$ cat config.mk
export PLATFORM = sky130hd
export DESIGN_NAME = simon_sequence_ctrl
export DESIGN_NICKNAME = d
export VERILOG_FILES = /design/src/rtl/simon_sequence_ctrl.sv
export SDC_FILE = /design/constraint.sdc
export NUM_CORES = 1
export LEC_CHECK = 0
export BUFFER_PORTS_ARGS = -buffer_cell sky130_fd_sc_hd__buf_2
export CAP_MARGIN = 20
export CORE_UTILIZATION = 30
export DETAILED_ROUTE_END_ITERATION = 6
export GPL_TIMING_DRIVEN = 0
export SKIP_LAST_GASP = 1
export SLEW_MARGIN = 20
export SYNTH_ARGS = -nofsm -noshare
export SYNTH_HDL_FRONTEND = slang
export SYNTH_SLANG_ARGS = --single-unit
$ cat constraint.sdc
create_clock -name clk -period 6.8 [get_ports clk]
set_input_delay 0 -clock clk [delete_from_list [all_inputs] [get_ports clk]]
set_output_delay 0 -clock clk [all_outputs]
set_load 0.05 [all_outputs]
$ cat src/rtl/simon_sequence_ctrl.sv
// Simon round sequencer: grows a random colour sequence, plays it back as timed
// presses, then checks the player's presses against it until a mistake, timeout or win.
module simon_sequence_ctrl #(
    parameter int MAX_LEN       = 16,
    parameter int LEN_W         = 5,
    parameter int ON_TICKS      = 30,
    parameter int OFF_TICKS     = 15,
    parameter int TIMEOUT_TICKS = 300
) (
    input  logic             clk,
    input  logic             reset,
    input  logic             step_en,
    input  logic [1:0]       rand_num,
    input  logic [1:0]       player_num,
    input  logic             player_pressed,
    output logic             simon_turn,
    output logic [1:0]       simon_num,
    output logic             simon_pressed,
    output logic             game_over,
    output logic             win,
    output logic [LEN_W-1:0] score
);

    localparam int IDX_W   = (MAX_LEN > 1) ? $clog2(MAX_LEN) : 1;
    localparam int TIMER_W = $clog2(ON_TICKS + OFF_TICKS + TIMEOUT_TICKS + 1);

    typedef enum logic [2:0] {
        ADD       = 3'd0,
        PLAY_ON   = 3'd1,
        PLAY_OFF  = 3'd2,
        PLAY_WAIT = 3'd3,
        WAIT_REL  = 3'd4,
        OVER      = 3'd5,
        WIN       = 3'd6
    } state_t;

    state_t             state_q, state_d;
    logic [LEN_W-1:0]   len_q, len_d;
    logic [LEN_W-1:0]   idx_q, idx_d;
    logic [LEN_W-1:0]   score_q, score_d;
    logic [TIMER_W-1:0] timer_q, timer_d;
    logic               press_q;
    logic [1:0]         seq_q [MAX_LEN];

    logic       press_edge;
    logic       last_idx;
    logic [1:0] cur_colour;

    assign press_edge = player_pressed & ~press_q;
    assign last_idx   = (idx_q == len_q - LEN_W'(1));
    assign cur_colour = seq_q[idx_q[IDX_W-1:0]];

    // Sequence storage is never reset; entry len is always written in ADD before it is read.
    always_ff @(posedge clk) begin
        if (state_q == ADD) begin
            seq_q[len_q[IDX_W-1:0]] <= rand_num;
        end
    end

    always_ff @(posedge clk or posedge reset) begin
        if (reset) begin
            state_q <= ADD;
            len_q   <= '0;
            idx_q   <= '0;
            score_q <= '0;
            timer_q <= '0;
            press_q <= 1'b0;
        end else begin
            state_q <= state_d;
            len_q   <= len_d;
            idx_q   <= idx_d;
            score_q <= score_d;
            timer_q <= timer_d;
            press_q <= player_pressed;
        end
    end

    always_comb begin
        state_d = state_q;
        len_d   = len_q;
        idx_d   = idx_q;
        score_d = score_q;
        timer_d = timer_q;
        case (state_q)
            ADD: begin
                len_d   = len_q + LEN_W'(1);
                idx_d   = '0;
                timer_d = '0;
                state_d = PLAY_ON;
            end
            PLAY_ON: begin
                if (step_en) begin
                    if (timer_q == TIMER_W'(ON_TICKS - 1)) begin
                        timer_d = '0;
                        state_d = PLAY_OFF;
                    end else begin
                        timer_d = timer_q + TIMER_W'(1);
                    end
                end
            end
            PLAY_OFF: begin
                if (step_en) begin
                    if (timer_q == TIMER_W'(OFF_TICKS - 1)) begin
                        timer_d = '0;
                        if (last_idx) begin
                            idx_d   = '0;
                            state_d = PLAY_WAIT;
                        end else begin
                            idx_d   = idx_q + LEN_W'(1);
                            state_d = PLAY_ON;
                        end
                    end else begin
                        timer_d = timer_q + TIMER_W'(1);
                    end
                end
            end
            PLAY_WAIT: begin
                // A press in the same clk as a timer tick takes priority over the timeout.
                if (press_edge) begin
                    if (player_num == cur_colour) begin
                        timer_d = '0;
                        state_d = WAIT_REL;
                    end else begin
                        state_d = OVER;
                    end
                end else if (step_en) begin
                    if (timer_q == TIMER_W'(TIMEOUT_TICKS - 1)) begin
                        state_d = OVER;
                    end else begin
                        timer_d = timer_q + TIMER_W'(1);
                    end
                end
            end
            WAIT_REL: begin
                if (!player_pressed) begin
                    if (last_idx) begin
                        score_d = score_q + LEN_W'(1);
                        state_d = (len_q == LEN_W'(MAX_LEN)) ? WIN : ADD;
                    end else begin
                        idx_d   = idx_q + LEN_W'(1);
                        timer_d = '0;
                        state_d = PLAY_WAIT;
                    end
                end
            end
            OVER:    state_d = OVER;
            WIN:     state_d = WIN;
            default: state_d = OVER;
        endcase
    end

    always_comb begin
        simon_turn    = 1'b0;
        simon_num     = 2'd0;
        simon_pressed = 1'b0;
        game_over     = 1'b0;
        win           = 1'b0;
        case (state_q)
            ADD:      simon_turn = 1'b1;
            PLAY_ON: begin
                simon_turn    = 1'b1;
                simon_num     = cur_colour;
                simon_pressed = 1'b1;
            end
            PLAY_OFF: begin
                simon_turn = 1'b1;
                simon_num  = cur_colour;
            end
            OVER:     game_over = 1'b1;
            WIN: begin
                game_over = 1'b1;
                win       = 1'b1;
            end
            default: ;
        endcase
    end

    assign score = score_q;

endmodule

# Word-level counts from Yosys, hierarchy flattened
# Memories as Yosys holds them, arrays and structs flattened.
# Index checks and enable logic that the tools add are counted.
# totals
output_inout_bits	11
reg_bits	28
mem_count	1
mem_bits_ro	0
latch_bits	0
mem_bits_rw	32
# op_classes
n_shift	0
eq_ne	22
n_lt_le_gt_ge	0
mux	37
bitwise_logic	3
n_div	0
mul	0
n_reduce_logical	10
add_sub_neg	5
# memory_table
memory	words	word_bits	read_ports	rd_ports_with_merged_regs	wr	line_no	source
seq_q	16	2	1	0	1	43	logic [1:0] seq_q [MAX_LEN];
# op_table
operator	count
9-bit two-way mux	10
9-bit one-hot mux with 5 select lines	1
3-bit two-way mux	10
5-bit two-way mux	5
3-bit one-hot mux with 6 select lines	1
5-bit by 1-bit adder with 5-bit output, second input constant	3
5-bit one-hot mux with 3 select lines	1
2-bit inequality test, second input constant	6
3-bit inequality test, second input constant	4
9-bit by 1-bit adder with 9-bit output, second input constant	1
3-bit equality test, second input constant	3
9-bit by 4-bit equality test with 1-bit output, second input constant	1
9-bit by 5-bit equality test with 1-bit output, second input constant	1
9-bit equality test, second input constant	1
8-bit AND reduction	1
1-bit two-way mux	7
7-bit AND reduction	1
3-bit by 2-bit equality test with 1-bit output, second input constant	2
5-bit equality test	1
5-bit equality test, second input constant	1
5-bit AND reduction	1
5-bit nonzero test	1
5-bit by 1-bit subtractor with 5-bit output, second input constant	1
2-bit two-way mux	2
9 further kinds	11

# Logic depth before layout (Yosys ltp)
# Gate-level depths: netlist of the first run.
# logic_depth
depth_word	6
mapped_depth	9
depth_no_buf	8

# Worst setup path after synthesis of the first run
# Ideal clock, no wire load.
# synth_timing
kind	register -> output
startpoint	register state_q[2]
endpoint	output port simon_num[1]
t_arrival_ns	2.522
path_slack_ns	4.278
path_stages_with_launch	6
path_cell_list	dfrtp_1 -> clkbuf_1 -> or3b_1 -> inv_1 -> nor2_1 -> a211oi_1
# synth_between
elab_chain_cells	3
word_cells_on_any_way	4
classes_between	2 x eq/ne; 1 x mux; 1 x reduce/logical
# synth_lines
element	line_no	source
from (decl)	37	state_t state_q, state_d;
from (signal assigned)	69	state_q <= state_d;
3-bit by 2-bit equality test with 1-bit output / 3-bit by 1-bit equality test with 1-bit output (equally long branches)	158	case (state_q)
2-bit OR reduction (no line) (*)	-	
2-bit two-way mux (*)	158	
to (decl)	17	output logic [1:0] simon_num,
# Every way passes the cells marked *; elsewhere a longest branch is shown, timed or not.

# Worst setup path after layout of the first run
# layout_timing
startpoint	register len_q[0]
endpoint	register score_q[1] (netlist: score[1])
# layout_between
elab_chain_cells	3
# layout_lines
element	line_no	source
from (decl)	38	logic [LEN_W-1:0] len_q, len_d;
from (signal assigned)	70	len_q <= len_d;
5-bit by 1-bit subtractor with 5-bit output	50	assign last_idx = (idx_q == len_q - LEN_W'(1));
5-bit equality test	50	
3-bit AND reduction (no line)	-	
to (signal assigned)	72	score_q <= score_d;
to (decl)	40	logic [LEN_W-1:0] score_q, score_d;
# Every way passes these cells.
# A chain may end at the register's enable or synchronous reset.

==> results.sh, run 1 <==
export IMPL_skew_ns=0.0107
export IMPL_die_w_um=110
export IMPL_boundaryPins=19
export IMPL_end_kind="flop"
export IMPL_dpl_cell_count=482
export IMPL_placedInstanceArea_um2=3740
export IMPL_synth_cell_types=64
export IMPL_powerDensity_nw_per_um2=425
export IMPL_cp_startpoint="len_q[0]"
export IMPL_fin_crit_ns=2.86
export IMPL_grt_pass1_vias=2590
export IMPL_grt_pass1_wl_um=12800
export IMPL_crit_path_max_fanout=9
export IMPL_rows=38
export IMPL_htreeDepth=3
export IMPL_r2r_cells=8
export IMPL_cap_viol_max_count=0
export IMPL_fin_area_um2=4060
export IMPL_fin_hold_ws_ns=0.0560
export IMPL_synth_edf_count=32
export IMPL_ir_drop_uv=187
export IMPL_antenna_found_initial=0
export IMPL_dp_slack_ns=3.96
export IMPL_drive_above_1_share=0.158
export IMPL_synth_main_ff_cell="edfxtp_1"
export IMPL_nFillCells=1067
export IMPL_multi_input_area_um2=1680
export IMPL_grt_setup_unrepaired="no"
export IMPL_post_route_util=0.367
export IMPL_drtAntennaViolNets=0
export IMPL_final_nets=372
export IMPL_num_vias=2556
export IMPL_synthesis_area_um2=3480
export IMPL_rrSetupSlack_ns=3.94
export IMPL_fin_crit_sh=0.420
export IMPL_tightest_slew_ns=0.927
export IMPL_die_h_um=110
export IMPL_required_ns=7.01
export IMPL_start_util=0.314
export IMPL_core_um2=11100
export IMPL_cts_sinks=60
export IMPL_viasPerCell=5.11
export IMPL_portBuffers=18
export IMPL_root_buffer="clkbuf_16"
export IMPL_status="completed"
export IMPL_fmaxAchievable_ghz=0.350
export IMPL_crit_end="score[1]"
export IMPL_min_path_type="input pin to flop"
export IMPL_reg2reg_from="len_q[0]"
export IMPL_dr_pass1_iters=5
export IMPL_synth_cells=324
export IMPL_cts_setup_buffers=0
export IMPL_slew_headroom=0.378
export IMPL_grtUsageTotal=0.142
export IMPL_post_route_drc_count=0
export IMPL_syn_avg_cell_area_um2=10.7
export IMPL_yosysMostFrequentCell="edfxtp_1"
export IMPL_yosys_warnings=0
export IMPL_synth_top_area_frac=0.276
export IMPL_power_mw=1.73
export IMPL_clock_latency_ns=0.33
export IMPL_slew_violations=0
export IMPL_synthTopCellsByArea="edfxtp_1, dfrtp_1, mux2i_1"
export IMPL_yosysTopAreaCell="edfxtp_1"
export IMPL_start_kind="flop"
export IMPL_die_area_um2=12000
export IMPL_r2r_end="score[1]"
export IMPL_cts_buffer_depth=2
export IMPL_yosysSeqAreaShare=0.478
export IMPL_first_iter_violations=179
export IMPL_wirelength_um=7640
export IMPL_cts_buffers=9
export IMPL_insertedDiodeCount=0
export IMPL_synth_seq_cells=60
export IMPL_finalHoldViolCount=0
export IMPL_crit_type="flop to flop"
export IMPL_cts_tree="yes"
export IMPL_dp_hpwl_um=5650
export IMPL_async_reset_ff_frac=0.467
export IMPL_synthesis_nets=341
export IMPL_seq_area_um2=1660
export IMPL_netlist_top_cells_count="edfxtp_1, dfrtp_1, nand2_1"
export IMPL_grt_max_degree=29
export IMPL_grt_overflow=0
export IMPL_cp_data_arrival_time_ns=3.07
export IMPL_setup_slack_ns=3.94
export IMPL_setup_viol=0
export IMPL_fin_cells=500
export IMPL_leakagePower_nw=1.57
export IMPL_tns_ns=0
export IMPL_gp_congestion=0.838
export IMPL_cts_clk_slew_worst_paths_ns=0.06
export IMPL_syn_to_final_growth_pct=16.8
export IMPL_wl_per_cell_um=15.3
==> how the worst min path moves through the flow <==
stage                   startpoint      endpoint  slack [ns]  cells past startpoint
floorplan           player_pressed       press_q        0.03                      0
CTS                    rand_num[0]  seq_q[12][0]        0.05                      1
finish                 rand_num[0]   seq_q[2][0]        0.06                      1
detailed placement           reset      score[4]        0.12                      2
global placement    player_pressed       press_q        0.22                      1
global route           rand_num[0]  seq_q[12][0]        0.06                      1
==> critical path, stage by stage (launching register included) <==
cell,delay (ns)
dfrtp_1,0.44
inv_1,0.12
ha_1,0.31
and2b_1,0.20
or3_4,0.34
a311oi_4,0.51
and4b_1,0.30
buf_2,0.17
mux2_2,0.33
==> flip-flops by register name, indices dropped and copies added, names as in the netlist <==
register,count
score,5
idx_q,5
timer_q,9
len_q,5
state_q,3
seq_q,32
press_q,1
==> layout make-up <==
cell class / instances / share of cell area
well taps: 140 / 0.0431
flip-flops and latches: 60 / 0.409
multi-input cells: 233 / 0.413
clock inverters: 7 / 0.0182
repair buffers: 20 / 0.0271
plain buffers: 20 / 0.0237
clock buffers: 9 / 0.0555
inverters: 11 / 0.0102
==> layout by cell type (no fill, tap or decap), drive strengths merged, types with 5 or more instances in the layout <==
cell type / instances
or3: 5
nand2: 26
buf: 29
ha: 9
and2: 20
nor3: 9
xor2: 7
a21oi: 5
mux2i: 16
o21ai: 18
clkbuf: 18
nand4: 5
inv: 13
xnor2: 10
nor3b: 6
nand3: 10
dfrtp: 28
nor2: 15
edfxtp: 32
==> kinds of logic after synthesis <==
family                   share of synthesized area
AND/OR/NAND/NOR                              0.210
buffers and inverters                       0.0396
multiplexers                                0.0720
flip-flops                                   0.478
AO/OA/AOI/OAI                                0.126
adder cells (fa/ha/maj)                     0.0324
XOR/XNOR                                    0.0428
==> timing repair <==
action / CTS / global route
endpoints found under the setup margin: 0 / 0
gates resized for setup: 0 / 0
hold endpoints to repair: 29 / 0
hold buffers: 2 / 0
==> routing by layer <==
metal  vias to the layer above  wire, um  track usage
li1                       1271         -            -
met3                         7       157       0.0373
met5                         -         0            0
met4                         0       100       0.0543
met1                      1242      3580        0.175
met2                        36      3790        0.238
==> where the power goes <==
group          leakage (nW)  switching [mW]  internal (mW)  total, mW
combinational         0.761           0.509          0.284      0.793
clock                 0.148           0.167          0.285      0.452
sequential            0.657          0.0473          0.432      0.480
total                  1.57           0.724           1.00       1.73
No activity file was read; power rests on OpenSTA's default activity.
==> run 2, diff against run 1 <==
- ABC_AREA: not set -> 1
- clock period: 6.8 -> 2.96 ns (I/O delays scaled with it)
==> results.sh, run 2 <==
export IMPL_status="completed"
export IMPL_fmaxAchievable_ghz=0.460
export IMPL_antenna_found_initial=0
export IMPL_portBuffers=18
export IMPL_post_cts_resized=0
export IMPL_comb_power_share=0.424
export IMPL_dp_hpwl_um=5200
export IMPL_wl_per_cell_um=12.0
export IMPL_ir_drop_uv=674
export IMPL_use_met1=0.170
export IMPL_min_path_type="input pin to flop"
export IMPL_seq_area_um2=1660
export IMPL_grt_pass1_wl_um=11800
export IMPL_grt_use_met2=0.204
export IMPL_syn_avg_cell_area_um2=8.23
export IMPL_required_ns=3.17
export IMPL_crit_type="flop to flop"
export IMPL_synth_top_area_frac=0.274
export IMPL_die_h_um=110
export IMPL_cap_viol_max_count=0
export IMPL_drtAntennaViolNets=0
export IMPL_critPathSlowestCell="dfrtp_1"
export IMPL_core_um2=11400
export IMPL_power_mw=3.73
export IMPL_cp_data_arrival_time_ns=2.38
export IMPL_synthesis_nets=443
export IMPL_post_route_drc_count=0
export IMPL_grtUsageTotal=0.129
export IMPL_cts_buffers=9
export IMPL_multi_input_area_um2=1550
export IMPL_yosysMostFrequentCell="nand2_1"
export IMPL_dpl_cell_count=587
export IMPL_grt_max_degree=29
export IMPL_num_vias=2794
export IMPL_mostFrequentLayoutCells="nand2_1, inv_1, nand3_1, nor2_1, edfxtp_1"
export IMPL_grt_busiest_layer="met2"
export IMPL_crit_path_max_fanout=10
export IMPL_largest_register_ffs=32
export IMPL_dp_slack_ns=0.794
export IMPL_cts_setup_buffers=0
export IMPL_drive_above_1_share=0.160
export IMPL_gr_usage_met3=0.0259
export IMPL_skew_ns=0.00492
export IMPL_cts_sinks=60
export IMPL_netlist_top_cells_count="nand2_1, inv_1, nand3_1"
export IMPL_ctsHoldBuffers=2
export IMPL_cts_buffer_depth=2
export IMPL_synthesis_area_um2=3510
export IMPL_leakagePower_nw=1.92
export IMPL_grt_overflow=0
export IMPL_end_kind="flop"
export IMPL_max_stage_delay_ns=0.47
export IMPL_synth_edf_count=32
export IMPL_slew_headroom=0.585
export IMPL_boundaryPins=19
export IMPL_synth_seq_cells=60
export IMPL_first_iter_violations=203
export IMPL_final_nets=474
export IMPL_path_cells="inv_1, ha_1, inv_1, nand2_1, nand2_1, xor2_1, nor2_1, nand2_2, inv_4, nand2_4, nand3_2, inv_2, nand2_4, nand2_1, nand2_1"
export IMPL_grt_pass1_vias=2546
export IMPL_finalHoldViolCount=0
export IMPL_cts_tree="yes"
export IMPL_insertedDiodeCount=0
export IMPL_fin_crit_sh=0.734
export IMPL_synth_main_ff_cell="edfxtp_1"
export IMPL_die_w_um=110
export IMPL_root_buffer="clkbuf_16"
export IMPL_synthTopCellsByArea="edfxtp_1, dfrtp_1, nand2_1"
export IMPL_powerDensity_nw_per_um2=908
export IMPL_die_area_um2=12100
export IMPL_async_reset_ff_frac=0.467
export IMPL_start_util=0.307
export IMPL_start_kind="flop"
export IMPL_cpMostUsedCell="nand2_1"
export IMPL_setup_slack_ns=0.786
export IMPL_dr_pass1_iters=4
export IMPL_netSwitchingFraction=0.416
export IMPL_p_clk_frac=0.290
export IMPL_p_seq_frac=0.287
export IMPL_wirelength_um=7260
export IMPL_cts_clk_slew_worst_paths_ns=0.05
export IMPL_grt_setup_unrepaired="no"
export IMPL_slew_violations=0
export IMPL_yosys_warnings=0
export IMPL_viasPerCell=4.62
export IMPL_htreeDepth=3
export IMPL_tns_ns=0
export IMPL_clock_latency_ns=0.33
export IMPL_final_common_cell="nand2_1"
export IMPL_nFillCells=1160
export IMPL_tightest_slew_ns=0.621
export IMPL_fin_cells=605
export IMPL_rows=39
export IMPL_syn_to_final_growth_pct=17.1
export IMPL_switchingPower_mw=1.55
export IMPL_fin_crit_ns=2.17
export IMPL_synth_cell_types=36
export IMPL_synth_cells=426
export IMPL_gp_congestion=0.892
export IMPL_internal_power_mw=2.18
export IMPL_yosysTopAreaCell="edfxtp_1"
export IMPL_setup_viol=0
export IMPL_yosysSeqAreaShare=0.474
run 2: cell type report:
class,instances,share of cell area
Timing Repair Buffer,20,0.0268
Clock buffer,11,0.0567
Tap cell,143,0.0436
Multi-Input combinational cell,296,0.377
Buffer,7,0.0131
Clock inverter,5,0.0186
Inverter,63,0.0594
Sequential cell,60,0.405
run 2: critical path, delay by kind of cell, from the launching register on:
family        cells  cell delay [ns]
simple gates      9             0.71
fa+ha+maj         1             0.26
flops             1             0.47
xor+xnor          1             0.14
buf+inv           4             0.45
run 2: power groups by stage:
stage / combinational [mW] / sequential (mW) / clock [mW]
2_1_floorplan: 1.23 / 1.08 / 0
3_3_place_gp: 1.56 / 1.08 / 0
3_5_place_dp: 1.58 / 1.08 / 0
4_1_cts: 1.58 / 1.07 / 1.10
5_1_grt: 1.76 / 1.09 / 1.14
6_report: 1.58 / 1.07 / 1.08
run 2: per-stage QoR:
step	util	hold WS, ns	cell area (um2)
finish	0.360	0.0802	4110
global route	0.360	0.0798	4110
CTS	0.360	0.0722	4110
detailed placement	0.331	0.125	3780
global placement	0.331	0.169	3780
floorplan	-	0.0314	3510
run 2: kinds of logic (layout without fill, tap and decap cells):
group | count (synthesis) | count (layout) | synth area share
xor+xnor | 16 | 16 | 0.0400
simple gates | 246 | 246 | 0.324
buf+inv | 70 | 106 | 0.0849
flops | 60 | 60 | 0.474
compound gates | 23 | 23 | 0.0392
mux | 2 | 2 | 0.00606
fa+ha+maj | 9 | 9 | 0.0321
run 2: worst paths after layout:
| path | cells after the start | slack (ns) | to | from |
|---|---|---|---|---|
| max | 15 | 0.79 | timer_q[6] | len_q[0] |
| min | 1 | 0.08 | seq_q[0][1] | rand_num[1] |
| max reg2reg | 15 | 0.79 | timer_q[6] | len_q[0] |
| min reg2reg | 1 | 0.49 | len_q[4] | len_q[4] |
| max in group asynchronous | 3 | 2.25 | len_q[1] | reset |
| min in group asynchronous | 3 | 0.30 | score[4] | reset |
run 2: routing by layer:
metal  share of wire  vias to the layer above
met4          0.0099                        0
li1                -                     1424
met1            0.47                     1298
met2            0.48                       65
met3           0.041                        7
met5               0                        -
==> run 3, diff against run 2 <==
- ABC_AREA: 1 -> 0
- clock period: 2.96 -> 2.18 ns (I/O delays scaled with it)
==> results.sh, run 3 (synthesis results as in run 1) <==
export IMPL_required_ns=2.39
export IMPL_grt_pass1_wl_um=13600
export IMPL_insertedDiodeCount=0
export IMPL_die_area_um2=12000
export IMPL_slew_violations=0
export IMPL_dr_pass1_iters=4
export IMPL_wirelength_um=8540
export IMPL_drive_above_1_share=0.303
export IMPL_first_iter_violations=157
export IMPL_cts_tree="yes"
export IMPL_fin_cells=520
export IMPL_die_w_um=110
export IMPL_leakagePower_nw=1.75
export IMPL_antenna_found_initial=0
export IMPL_post_route_drc_count=0
export IMPL_drtAntennaViolNets=0
export IMPL_setup_viol=6
export IMPL_end_kind="flop"
export IMPL_fmaxAchievable_ghz=0.445
export IMPL_use_met1=0.186
export IMPL_syn_to_final_growth_pct=31.2
export IMPL_tightest_slew_ns=0.626
export IMPL_portBuffers=18
export IMPL_dp_hpwl_um=5710
export IMPL_cts_sinks=60
export IMPL_power_mw=6.37
export IMPL_clock_latency_ns=0.33
export IMPL_largest_register_ffs=32
export IMPL_grt_use_met2=0.259
export IMPL_p_seq_frac=0.238
export IMPL_dpl_cell_count=482
export IMPL_viasPerCell=5.26
export IMPL_grtUsageTotal=0.154
export IMPL_crit_type="flop to flop"
export IMPL_cp_data_arrival_time_ns=2.46
export IMPL_slew_headroom=0.582
export IMPL_finalHoldViolCount=0
export IMPL_grt_max_degree=29
export IMPL_num_vias=2734
export IMPL_die_h_um=110
export IMPL_start_kind="flop"
export IMPL_grt_overflow=0
export IMPL_grt_pass1_vias=2690
export IMPL_cts_buffer_depth=2
export IMPL_cts_clk_slew_worst_paths_ns=0.05
export IMPL_wl_per_cell_um=16.4
export IMPL_final_nets=393
export IMPL_fin_crit_sh=1.03
export IMPL_cts_buffers=9
export IMPL_internal_power_mw=3.79
export IMPL_rows=38
export IMPL_comb_power_share=0.530
export IMPL_violations="negative setup slack"
export IMPL_mostFrequentLayoutCells="edfxtp_1, nand2_1, dfrtp_1, buf_4, and2_1"
export IMPL_setup_slack_ns=-0.0653
export IMPL_root_buffer="clkbuf_16"
export IMPL_htreeDepth=3
export IMPL_core_um2=11100
export IMPL_powerDensity_nw_per_um2=1400
export IMPL_crit_path_max_fanout=5
export IMPL_skew_ns=0.00520
export IMPL_grt_busiest_layer="met2"
export IMPL_min_path_type="input pin to flop"
export IMPL_boundaryPins=19
export IMPL_fin_crit_ns=2.25
export IMPL_final_common_cell="edfxtp_1"
export IMPL_start_util=0.314
export IMPL_switchingPower_mw=2.58
export IMPL_status="finished, violations left"
export IMPL_gr_usage_met3=0.0391
export IMPL_grt_setup_unrepaired="yes"
export IMPL_ir_drop_uv=878
export IMPL_gp_congestion=0.809
export IMPL_netSwitchingFraction=0.405
export IMPL_cap_viol_max_count=0
export IMPL_p_clk_frac=0.231
-- run 3: cell count changes in the layout (fill, tap and decap cells not counted), moves of 5 or more --
| cell | delta |
|---|---|
| nor2_1 | -26 |
| nand2_2 | -6 |
| nand3_1 | -34 |
| and2_1 | +20 |
| buf_6 | +8 |
| mux2i_1 | +14 |
| inv_1 | -46 |
| nand2_1 | -98 |
| buf_4 | +20 |
| nor2_2 | -5 |
| o21ai_1 | +6 |
-- run 3: worst max-delay path, cell delays in order (launching register included) --
cell and delay (ns):
dfrtp_2 0.37, inv_2 0.05, ha_4 0.16, and2b_1 0.16, or3_4 0.34, a311oi_4 0.33, and4b_1 0.28, buf_6 0.13
mux2_4 0.29
-- run 3: worst paths after layout --
| path | start | endpoint | slack (ns) | cells after the start |
|---|---|---|---|---|
| worst max-delay path | len_q[0] | score[1] | -0.07 | 8 |
| worst min-delay path | rand_num[0] | seq_q[12][0] | 0.07 | 1 |
| worst max register to register | len_q[0] | score[1] | -0.07 | 8 |
| worst min register to register | score[4] | score[4] | 0.47 | 1 |
| max in group asynchronous | reset | state_q[2] | 1.43 | 3 |
| min in group asynchronous | reset | timer_q[6] | 0.30 | 3 |
-- run 3: metal layers --
layer	wire length (um)	share of wire
met5	0	0
met3	355	0.042
met2	4160	0.49
met1	3840	0.45
met4	182	0.021
-- run 3: power groups by stage --
stage	combinational [mW]	clock [mW]	sequential, mW
after floorplan	1.95	0	1.50
after global placement	2.51	0	1.51
after detailed placement	2.54	0	1.52
after CTS	3.00	1.51	1.51
after global routing	3.66	1.55	1.54
final	3.38	1.47	1.52
-- run 3: layout make-up --
class / instances / area, um2
Inverter: 11 / 41.3
Clock buffer: 9 / 225
Buffer: 19 / 148
Sequential cell: 60 / 1670
Timing Repair Buffer: 42 / 299
Tap cell: 140 / 175
Clock inverter: 6 / 80.1
Multi-Input combinational cell: 233 / 1930
Fill cell: 1050 / 6520
-- run 3: per-stage QoR --
step / setup slack (ns) / cell area, um2 / TNS, ns / hold WS (ns) / utilization
2_1_floorplan: -0.128 / 3510 / -0.577 / 0.0314 / -
3_3_place_gp: -0.415 / 3780 / -13.50 / 0.209 / 0.341
3_5_place_dp: -0.515 / 3780 / -14.27 / 0.118 / 0.341
4_1_cts: -0.103 / 4350 / -0.935 / 0.0505 / 0.393
5_1_grt: -0.180 / 4560 / -2.37 / 0.0681 / 0.412
6_report: -0.0653 / 4560 / -0.142 / 0.0658 / 0.412
-- run 3: timing repair --
item / 4_1_cts / 5_1_grt
resized for setup: 44 / 34
hold endpoints to repair: 29 / 0
buffers inserted: 10 / 12
setup endpoints to repair: 59 / 26
hold buffers: 2 / 0
pin swaps: 16 / 28
